File: src/rtl/des_io_pkg.sv
// Shared types and constants for the serial I/O sequencer in front of the 3DES core.
package des_io_pkg;

    // Native DES/3DES block width.
    localparam int DES_BLK_W = 64;

    // Output serialiser states.
    typedef enum logic [0:0] {
        TX_IDLE  = 1'b0,
        TX_SHIFT = 1'b1
    } tx_state_t;

endpackage : des_io_pkg

File: src/rtl/flex_counter.sv
// Up-counter that runs 0 .. rollover_val-1 and wraps to 0. Used for the RX and TX bit counters.
module flex_counter #(
    parameter int NUM_CNT_BITS = 4
) (
    input  logic                    clk,
    input  logic                    clear,
    input  logic                    count_enable,
    input  logic [NUM_CNT_BITS-1:0] rollover_val,
    output logic [NUM_CNT_BITS-1:0] count_out
);

    logic [NUM_CNT_BITS-1:0] last_val;

    assign last_val = rollover_val - NUM_CNT_BITS'(1);

    // Count enabled events; clear has priority and covers reset.
    always_ff @(posedge clk) begin
        // NOTE: state registers use non-blocking assignments so every flop samples pre-edge values.
        if (clear) begin
            count_out <= '0;
        end else if (count_enable) begin
            count_out <= (count_out == last_val) ? '0 : count_out + NUM_CNT_BITS'(1);
        end
    end

endmodule : flex_counter

File: src/rtl/des_io_sequencer.sv
// Serial block I/O around the 3DES core: deserialises input blocks into a one-deep hold buffer,
// hands them to the core, captures the core result and shifts it back out MSB-first.
module des_io_sequencer
    import des_io_pkg::*;
#(
    parameter int BLK_W = DES_BLK_W,
    parameter int CNT_W = 7
) (
    input  logic             sclk,
    input  logic             n_rst,
    input  logic             clear,
    input  logic             sin_valid,
    input  logic             sin_data,
    output logic             blk_valid,
    output logic [BLK_W-1:0] blk_data,
    input  logic             blk_ready,
    input  logic             res_valid,
    input  logic [BLK_W-1:0] res_data,
    output logic             res_ready,
    output logic             sout_valid,
    output logic             sout_data,
    input  logic             sout_ready,
    output logic             overrun,
    output logic             busy
);

    localparam logic [CNT_W-1:0] ROLL_VAL = CNT_W'(BLK_W);
    localparam logic [CNT_W-1:0] LAST_BIT = CNT_W'(BLK_W - 1);

    // Reset and soft abort have identical effect on the datapath.
    logic             flush;
    logic [CNT_W-1:0] rx_cnt;
    logic [CNT_W-1:0] tx_cnt;
    // Only the first BLK_W-1 bits are ever stored here: the final bit goes straight into hold.
    logic [BLK_W-2:0] rx_shift;
    logic [BLK_W-1:0] rx_block;
    logic             rx_done;
    logic             hold_valid;
    logic [BLK_W-1:0] hold_data;
    tx_state_t        tx_state;
    logic [BLK_W-1:0] tx_shift;
    logic             tx_accept;

    assign flush    = clear | ~n_rst;
    assign rx_block = {rx_shift, sin_data};
    assign rx_done  = sin_valid & (rx_cnt == LAST_BIT);
    assign tx_accept = (tx_state == TX_SHIFT) & sout_ready;

    flex_counter #(.NUM_CNT_BITS(CNT_W)) u_rx_cnt (
        .clk          (sclk),
        .clear        (flush),
        .count_enable (sin_valid),
        .rollover_val (ROLL_VAL),
        .count_out    (rx_cnt)
    );

    flex_counter #(.NUM_CNT_BITS(CNT_W)) u_tx_cnt (
        .clk          (sclk),
        .clear        (flush),
        .count_enable (tx_accept),
        .rollover_val (ROLL_VAL),
        .count_out    (tx_cnt)
    );

    // Deserialiser: shift each strobed bit in at the LSB end.
    always_ff @(posedge sclk) begin
        if (flush) begin
            rx_shift <= '0;
        end else if (sin_valid) begin
            rx_shift <= (BLK_W-1)'(rx_block);
        end
    end

    // Hold buffer and overrun policy: a completed block loads if hold is free or being
    // accepted this same cycle; otherwise it is dropped and overrun sticks.
    always_ff @(posedge sclk) begin
        // NOTE: the hold data is reset as well as its valid flag because blk_data must read 0 after reset.
        if (flush) begin
            hold_valid <= 1'b0;
            hold_data  <= '0;
            overrun    <= 1'b0;
        end else if (rx_done && (!hold_valid || blk_ready)) begin
            hold_valid <= 1'b1;
            hold_data  <= rx_block;
        end else begin
            if (hold_valid && blk_ready) begin
                hold_valid <= 1'b0;
            end
            if (rx_done) begin
                overrun <= 1'b1;
            end
        end
    end

    // Serialiser FSM: capture a result when idle, then emit BLK_W bits MSB-first.
    always_ff @(posedge sclk) begin
        if (flush) begin
            tx_state <= TX_IDLE;
            tx_shift <= '0;
        end else begin
            case (tx_state)
                TX_IDLE: begin
                    if (res_valid) begin
                        tx_shift <= res_data;
                        tx_state <= TX_SHIFT;
                    end
                end
                TX_SHIFT: begin
                    if (sout_ready) begin
                        tx_shift <= {tx_shift[BLK_W-2:0], 1'b0};
                        if (tx_cnt == LAST_BIT) begin
                            tx_state <= TX_IDLE;
                        end
                    end
                end
            endcase
        end
    end

    assign blk_valid  = hold_valid;
    assign blk_data   = hold_data;
    assign res_ready  = (tx_state == TX_IDLE);
    assign sout_valid = (tx_state == TX_SHIFT);
    assign sout_data  = (tx_state == TX_SHIFT) & tx_shift[BLK_W-1];
    assign busy       = (rx_cnt != '0) | hold_valid | (tx_state != TX_IDLE);

endmodule : des_io_sequencer

File: config.mk
export PLATFORM = sky130hd
export DESIGN_NAME = des_io_sequencer
export DESIGN_NICKNAME = d
export VERILOG_FILES = /design/src/rtl/des_io_pkg.sv /design/src/rtl/flex_counter.sv /design/src/rtl/des_io_sequencer.sv
export SDC_FILE = /design/constraint.sdc
export NUM_CORES = 1
export LEC_CHECK = 0
export BUFFER_PORTS_ARGS = -buffer_cell sky130_fd_sc_hd__buf_2
export CORE_AREA = 5 5 175 177
export DETAILED_ROUTE_END_ITERATION = 8
export DIE_AREA = 0 0 180 182
export GPL_TIMING_DRIVEN = 1
export PLACE_DENSITY = 0.51
export SETUP_SLACK_MARGIN = 0.3
export SKIP_LAST_GASP = 1
export SYNTH_ARGS = -nofsm -noshare
export SYNTH_HDL_FRONTEND = slang
export SYNTH_SLANG_ARGS = --single-unit
File: constraint.sdc
create_clock -name sclk -period 2.2 [get_ports sclk]
set_clock_uncertainty 0.05 [all_clocks]
set_input_delay 0.11 -clock sclk [delete_from_list [all_inputs] [get_ports sclk]]
set_output_delay 0.11 -clock sclk [all_outputs]
set_load 0.05 [all_outputs]
==> impl_metrics.toml, run 1 <==
[outcome]
status = "completed"

[setup_path]
cp_data_arrival_time_ns = 1.61
critPathRequiredTime_ns = 2.04
cp-end-kind = "output port"
timing.rr.start = "u_rx_cnt.count_out[0]$_SDFFE_PP0P_"
crit_path_end = "sout_data"
cp-start-kind = "flip-flop"
reg2reg_depth = 6
worst-setup-path-type = "flip-flop to output port"
cp-startpoint = "sout_valid$_SDFF_PP0_"
cp_max_fo = 16
rrSetupSlack_ns = 0.46
reg2reg_to = "blk_data[36]$_SDFFE_PP0P_"

[placed_design]
portBuffers = 141
preCtsSetupSlack_ns = 0.321
place_area_um2 = 9560
globalplace.congestion = 0.737
hpwlAfterDp_um = 12300

[sta]
fin_crit_sh_pct = 80.3
setup_viol = 0
fmax_mhz = 566
relSlewSlack_pct = 56.8
hold_viol = 0
tns_ns = 0
fin_ws_ns = 0.432
rsz0062_at_grt = "no"
tightestPinTransition_ns = 0.648
slew_violations = 0
fin_crit_ns = 1.77

[synth]
async_flop_share_pct = 0
yosysSeqAreaShare_pct = 49.0
yosys-top-cells-area = "dfxtp_1 (49%), mux2i_1 (22%), nand2_1 (6.0%), nor2_1 (6.0%), a211oi_2 (4.4%)"
synth_edf_count = 0
avgSynthCellArea_um2 = 9.88
synth_area_um2 = 8500
syn-instance-count = 860
synth.distinct_cells = 36
synth_area_leader_cell = "dfxtp_1"
yosysWarningCount = 0
syn_nets = 935
synth.ff_latch_count = 208
synth_ff_type = "dfxtp_1"
yosysTopAreaCellShare_pct = 49.0

[min_path]
hold_path_class = "input port to flip-flop"
min_from = "n_rst"

[global_route]
grt_max_degree = 65
overflow = 0
grt_pass1_wl_um = 34200
grt_pass1_vias = 6484
antenna_found_initial = 0
grt_util_all_layers_pct = 12.2

[detailed_routing]
ant_nets = 0
dr.pass1.iters = 4
vias = 6425
routedWlPerCell_um = 13.9
wl_um = 20300
drc = 0
vias_per_cell = 4.41
drt-initial-drc-count = 247

[final_layout]
drive_gt1_share_pct = 22.4
syn2layout_area_growth_pct = 33.2
final_area_um2 = 11300
fin_util_pct = 38.9
final_nets = 1125

[clock_tree]
h-tree-depth = 1
clock_latency_ns = 0.51
numCtsBuffers = 24
clk_path_buf_depth = 3
numClockSinks = 208
clk_pin_slew_worst_paths_ns = 0.06
ctsRootBufferMaster = "clkbuf_16"
cts_tree = "built"

[floorplanning]
die_h_um = 182
start_util_pct = 29.2
rows = 63
die_x_um = 180
die_area_um2 = 32800
ioPinCount = 142
core_um2 = 29100

[flow_run]
maxCapViolations = 0

[pwr]
power_uw = 9130
peakVddDrop_uv = 383
power.density_nw_per_um2 = 807
p_leak_uw = 0.00438
==> report_power, final <==
part	switching, uW	total [uW]	leakage, uW	internal [uW]
registers	34.5	3860	0.00168	3830
logic	351	664	0.00224	313
clock network	1610	4600	0.000459	2990
==> synth_stat cells (4+ instances only) <==
library cell	instances
a211oi_1	33
mux2i_1	191
buf_6	10
buf_1	4
nand4_1	5
dfxtp_1	208
buf_2	33
nor2_1	136
a211oi_2	30
a21oi_1	5
xor2_1	4
o21ai_0	4
inv_1	7
clkbuf_1	18
nand2_1	136
==> metal layers <==
| metal | vias up | GRT usage, % | part of all wire [%] |
|---|---|---|---|
| met4 | 0 | 2.47 | 1.8 |
| met1 | 2917 | 17.0 | 50 |
| met3 | 27 | 3.79 | 6.6 |
| met2 | 147 | 18.6 | 42 |
| met5 | - | 0 | 0 |
| li1 | 3334 | - | - |
==> stage by stage <==
| stage | hold WS (ns) | std cells |
|---|---|---|
| floorplan | 0.202 | 860 |
| global placement | 0.325 | 1338 |
| detailed placement | 0.329 | 1338 |
| CTS | 0.0119 | 1454 |
| global route | 0.0347 | 1457 |
| finish | 0.0315 | 1458 |
==> worst min path at each step <==
stage | to | slack [ns] | cells after the start
after floorplan | blk_data[0]$_SDFFE_PP0P_ | 0.20 | 2
after global placement | rx_shift[0]$_SDFFE_PP0P_ | 0.32 | 3
after detailed placement | rx_shift[0]$_SDFFE_PP0P_ | 0.33 | 3
after CTS | u_rx_cnt.count_out[6]$_SDFFE_PP0P_ | 0.01 | 3
after global routing | blk_data[63]$_SDFFE_PP0P_ | 0.03 | 4
final | u_tx_cnt.count_out[6]$_SDFFE_PP0P_ | 0.03 | 3
==> sequential cells by signal (all words and copies together), names as in the netlist <==
| register | count |
|---|---|
| blk_data | 64 |
| blk_valid | 1 |
| overrun | 1 |
| rx_shift | 63 |
| sout_valid | 1 |
| tx_shift | 64 |
| u_rx_cnt.count_out | 7 |
| u_tx_cnt.count_out | 7 |
==> area by class of cell <==
class / instances / area (um^2)
Fill cell: 2926 / 17800
Sequential cell: 208 / 4170
Multi-Input combinational cell: 578 / 3960
Timing Repair Buffer: 231 / 1740
Clock buffer: 29 / 669
Tap cell: 390 / 488
Clock inverter: 14 / 265
Inverter: 7 / 26.3
Antenna cell: 1 / 2.50
==> worst max-delay path: stages (launching register included) <==
cell     delay (ns)
dfxtp_4        0.49
buf_16         0.20
and2_1         0.14
buf_2          0.26
==> layout by cell type (no fill, tap or decap), types with 2 or more instances in the layout <==
master	instances
o21a_1	3
o21ai_0	4
nand3b_1	2
buf_12	7
nand3_1	3
nand4_1	5
and2_1	2
or3_1	3
buf_4	8
clkbuf_8	5
inv_1	6
nor2_1	136
clkinv_2	4
nand2_1	136
a211oi_2	30
bufinv_16	7
buf_2	140
dlygate4sd3_1	71
clkbuf_16	25
xor2_1	4
bufbuf_16	2
a21oi_1	5
a211oi_1	33
o221ai_1	2
dfxtp_1	207
o311ai_0	2
mux2i_1	191
ha_1	3
==> kinds of logic (layout without fill, tap and decap cells) <==
group / Yosys count / count (layout) / share of synthesized area (%)
mux: 192 / 192 / 22.7
fa+ha+maj: 3 / 3 / 0.442
xor+xnor: 5 / 5 / 0.515
simple gates: 296 / 296 / 13.8
other cells: 0 / 1 / 0
flops: 208 / 208 / 49.0
buf+inv: 74 / 281 / 4.73
compound gates: 82 / 82 / 8.85
==> what timing repair did <==
action	CTS	global route
pin swaps	0	1
endpoints found under the hold margin	76	0
hold buffers	71	0
endpoints found under the setup margin	2	49
gates cloned	2	1
resized for setup	1	2
setup buffers	0	2
Power figures use the tool's default switching activity.
==> run 2: changes to the inputs <==
--- a/config.mk
+++ b/config.mk
@@ -10,7 +10,7 @@
 export DETAILED_ROUTE_END_ITERATION = 8
 export DIE_AREA = 0 0 180 182
 export GPL_TIMING_DRIVEN = 1
-export PLACE_DENSITY = 0.51
+export PLACE_DENSITY = 0.53
 export SETUP_SLACK_MARGIN = 0.3
 export SKIP_LAST_GASP = 1
 export SYNTH_ARGS = -nofsm -noshare
==> constraint.sdc (replaced) <==
create_clock -name sclk -period 1.4 [get_ports sclk]
set_clock_uncertainty 0.05 [all_clocks]
set_input_delay 0.07 -clock sclk [delete_from_list [all_inputs] [get_ports sclk]]
set_output_delay 0.07 -clock sclk [all_outputs]
set_load 0.05 [all_outputs]
==> impl_metrics.toml, run 2 (same netlist as run 1, synthesis figures left out) <==
[final_layout]
final_nets = 1211
regArea_um2 = 4290
final_common_cell = "mux2i_1"
final_area_um2 = 14100
layout.filler_cells = 2589
drive_gt1_share_pct = 43.2
multi_input_area_um2 = 4660
syn2layout_area_growth_pct = 66.0
final_cell_mix = "mux2i_1 (187), nand2_1 (134), dfxtp_1 (131)"
antennaDiodeCount = 0

[pwr]
power.density_nw_per_um2 = 983
peakVddDrop_uv = 747
p_leak_uw = 0.00530

[clock_tree]
clock_latency_ns = 0.51
clk_pin_slew_worst_paths_ns = 0.06
numCtsBuffers = 24
ctsRootBufferMaster = "clkbuf_16"
h-tree-depth = 1
numClockSinks = 208
clk_path_buf_depth = 3
cts_tree = "built"

[global_route]
grt_max_degree = 63
overflow = 0
grt_pass1_vias = 7435
grt_pass1_wl_um = 41200
grt_util_all_layers_pct = 15.0
antenna_found_initial = 0

[sta]
holdWs_ns = 0.0439
relSlewSlack_pct = 52.7
rsz0062_at_grt = "yes"
fin_crit_ns = 1.67
fin_crit_sh_pct = 119
slew_violations = 0
tightestPinTransition_ns = 0.709
fin_ws_ns = -0.270
fmax_mhz = 599
setup_viol = 130
hold_viol = 0

[min_path]
hold_path_class = "input port to flip-flop"

[floorplanning]
die_area_um2 = 32800
rows = 63
start_util_pct = 29.2
die_h_um = 182
die_x_um = 180
core_um2 = 29100
ioPinCount = 142

[placed_design]
globalplace.congestion = 0.720
place_area_um2 = 9810
portBuffers = 141
preCtsSetupSlack_ns = -0.172
hpwlAfterDp_um = 12500

[detailed_routing]
dr.pass1.iters = 4
vias = 7112
ant_nets = 0
drc = 0
routedWlPerCell_um = 16.4
vias_per_cell = 4.61
drt-initial-drc-count = 240
wl_um = 25300

[setup_path]
worst-setup-path-type = "flip-flop to flip-flop"
cp-end-kind = "flip-flop"
cp-start-kind = "flip-flop"
crit_path_top_delay_cell = "dfxtp_2"
critPathRequiredTime_ns = 1.78
cpPeakStageDelay_ns = 0.34
path_cells = "buf_6, ha_4, nand3_4, nor3_4, buf_8, bufbuf_16, mux2i_1"
cp_data_arrival_time_ns = 2.05
cp_max_fo = 12

[outcome]
status = "finished, violations left"
violations = "setup timing"

[flow_run]
maxCapViolations = 0
==> run 2: layer usage <==
| layer | wire length [um] | GRT usage, % | share of wire (%) | up-vias |
|---|---|---|---|---|
| li1 | - | - | - | 3504 |
| met1 | 11300 | 19.3 | 45 | 3404 |
| met2 | 12200 | 25.8 | 48 | 173 |
| met3 | 1370 | 3.77 | 5.4 | 31 |
| met4 | 429 | 3.14 | 1.7 | 0 |
| met5 | 0 | 0 | 0 | - |
==> run 2: report_power, final <==
group	internal [uW]	switching (uW)	total [uW]
Sequential	6000	94.0	6090
Combinational	934	822	1760
Clock	3550	2480	6020
==> run 2: per-stage QoR <==
| stage | utilization, % | instances | power, uW | TNS [ns] |
|---|---|---|---|---|
| finish | 48.5 | 1544 | 13900 | -18.32 |
| global route | 48.5 | 1544 | 14500 | -29.38 |
| CTS | 46.8 | 1525 | 14000 | -21.62 |
| detailed placement | 33.7 | 1355 | 7120 | -7.49 |
| global placement | 33.7 | 1355 | 7110 | -6.49 |
| floorplan | - | 860 | 6830 | -6.36 |
==> run 2: path summary, 6_finish.rpt <==
check	cells past startpoint	slack [ns]	startpoint	end
setup / recovery	7	-0.27	u_rx_cnt.count_out[1]$_SDFFE_PP0P_	blk_data[27]$_SDFFE_PP0P_
hold reg to reg	2	0.41	rx_shift[62]$_SDFFE_PP0P_	blk_data[63]$_SDFFE_PP0P_
setup reg to reg	7	-0.27	u_rx_cnt.count_out[1]$_SDFFE_PP0P_	blk_data[27]$_SDFFE_PP0P_
hold / removal	6	0.04	clear	u_rx_cnt.count_out[3]$_SDFFE_PP0P_
==> run 2: final cells by class <==
cell class | count | area share, %
multi-input cells | 579 | 33.0
flip-flops and latches | 208 | 30.4
repair buffers | 316 | 27.5
clock buffers | 37 | 5.11
well taps | 390 | 3.46
clock inverters | 7 | 0.310
inverters | 7 | 0.204
==> run 2: critical path, delay by kind of cell, from the launching register on <==
| family | cells | cell delay [ns] |
|---|---|---|
| and+or+nand+nor | 2 | 0.26 |
| adders and majority gates | 1 | 0.14 |
| DFF | 1 | 0.34 |
| muxes | 1 | 0.19 |
| buffers and inverters | 3 | 0.61 |
==> run 2: repair_timing <==
item                                    4_1_cts  5_1_grt
gates resized for setup                     423       91
buffers inserted                             29       17
gates cloned                                 26        2
pin swaps                                    17       16
endpoints found under the hold margin        81        0
hold buffers                                 71        0
endpoints found under the setup margin      211      213
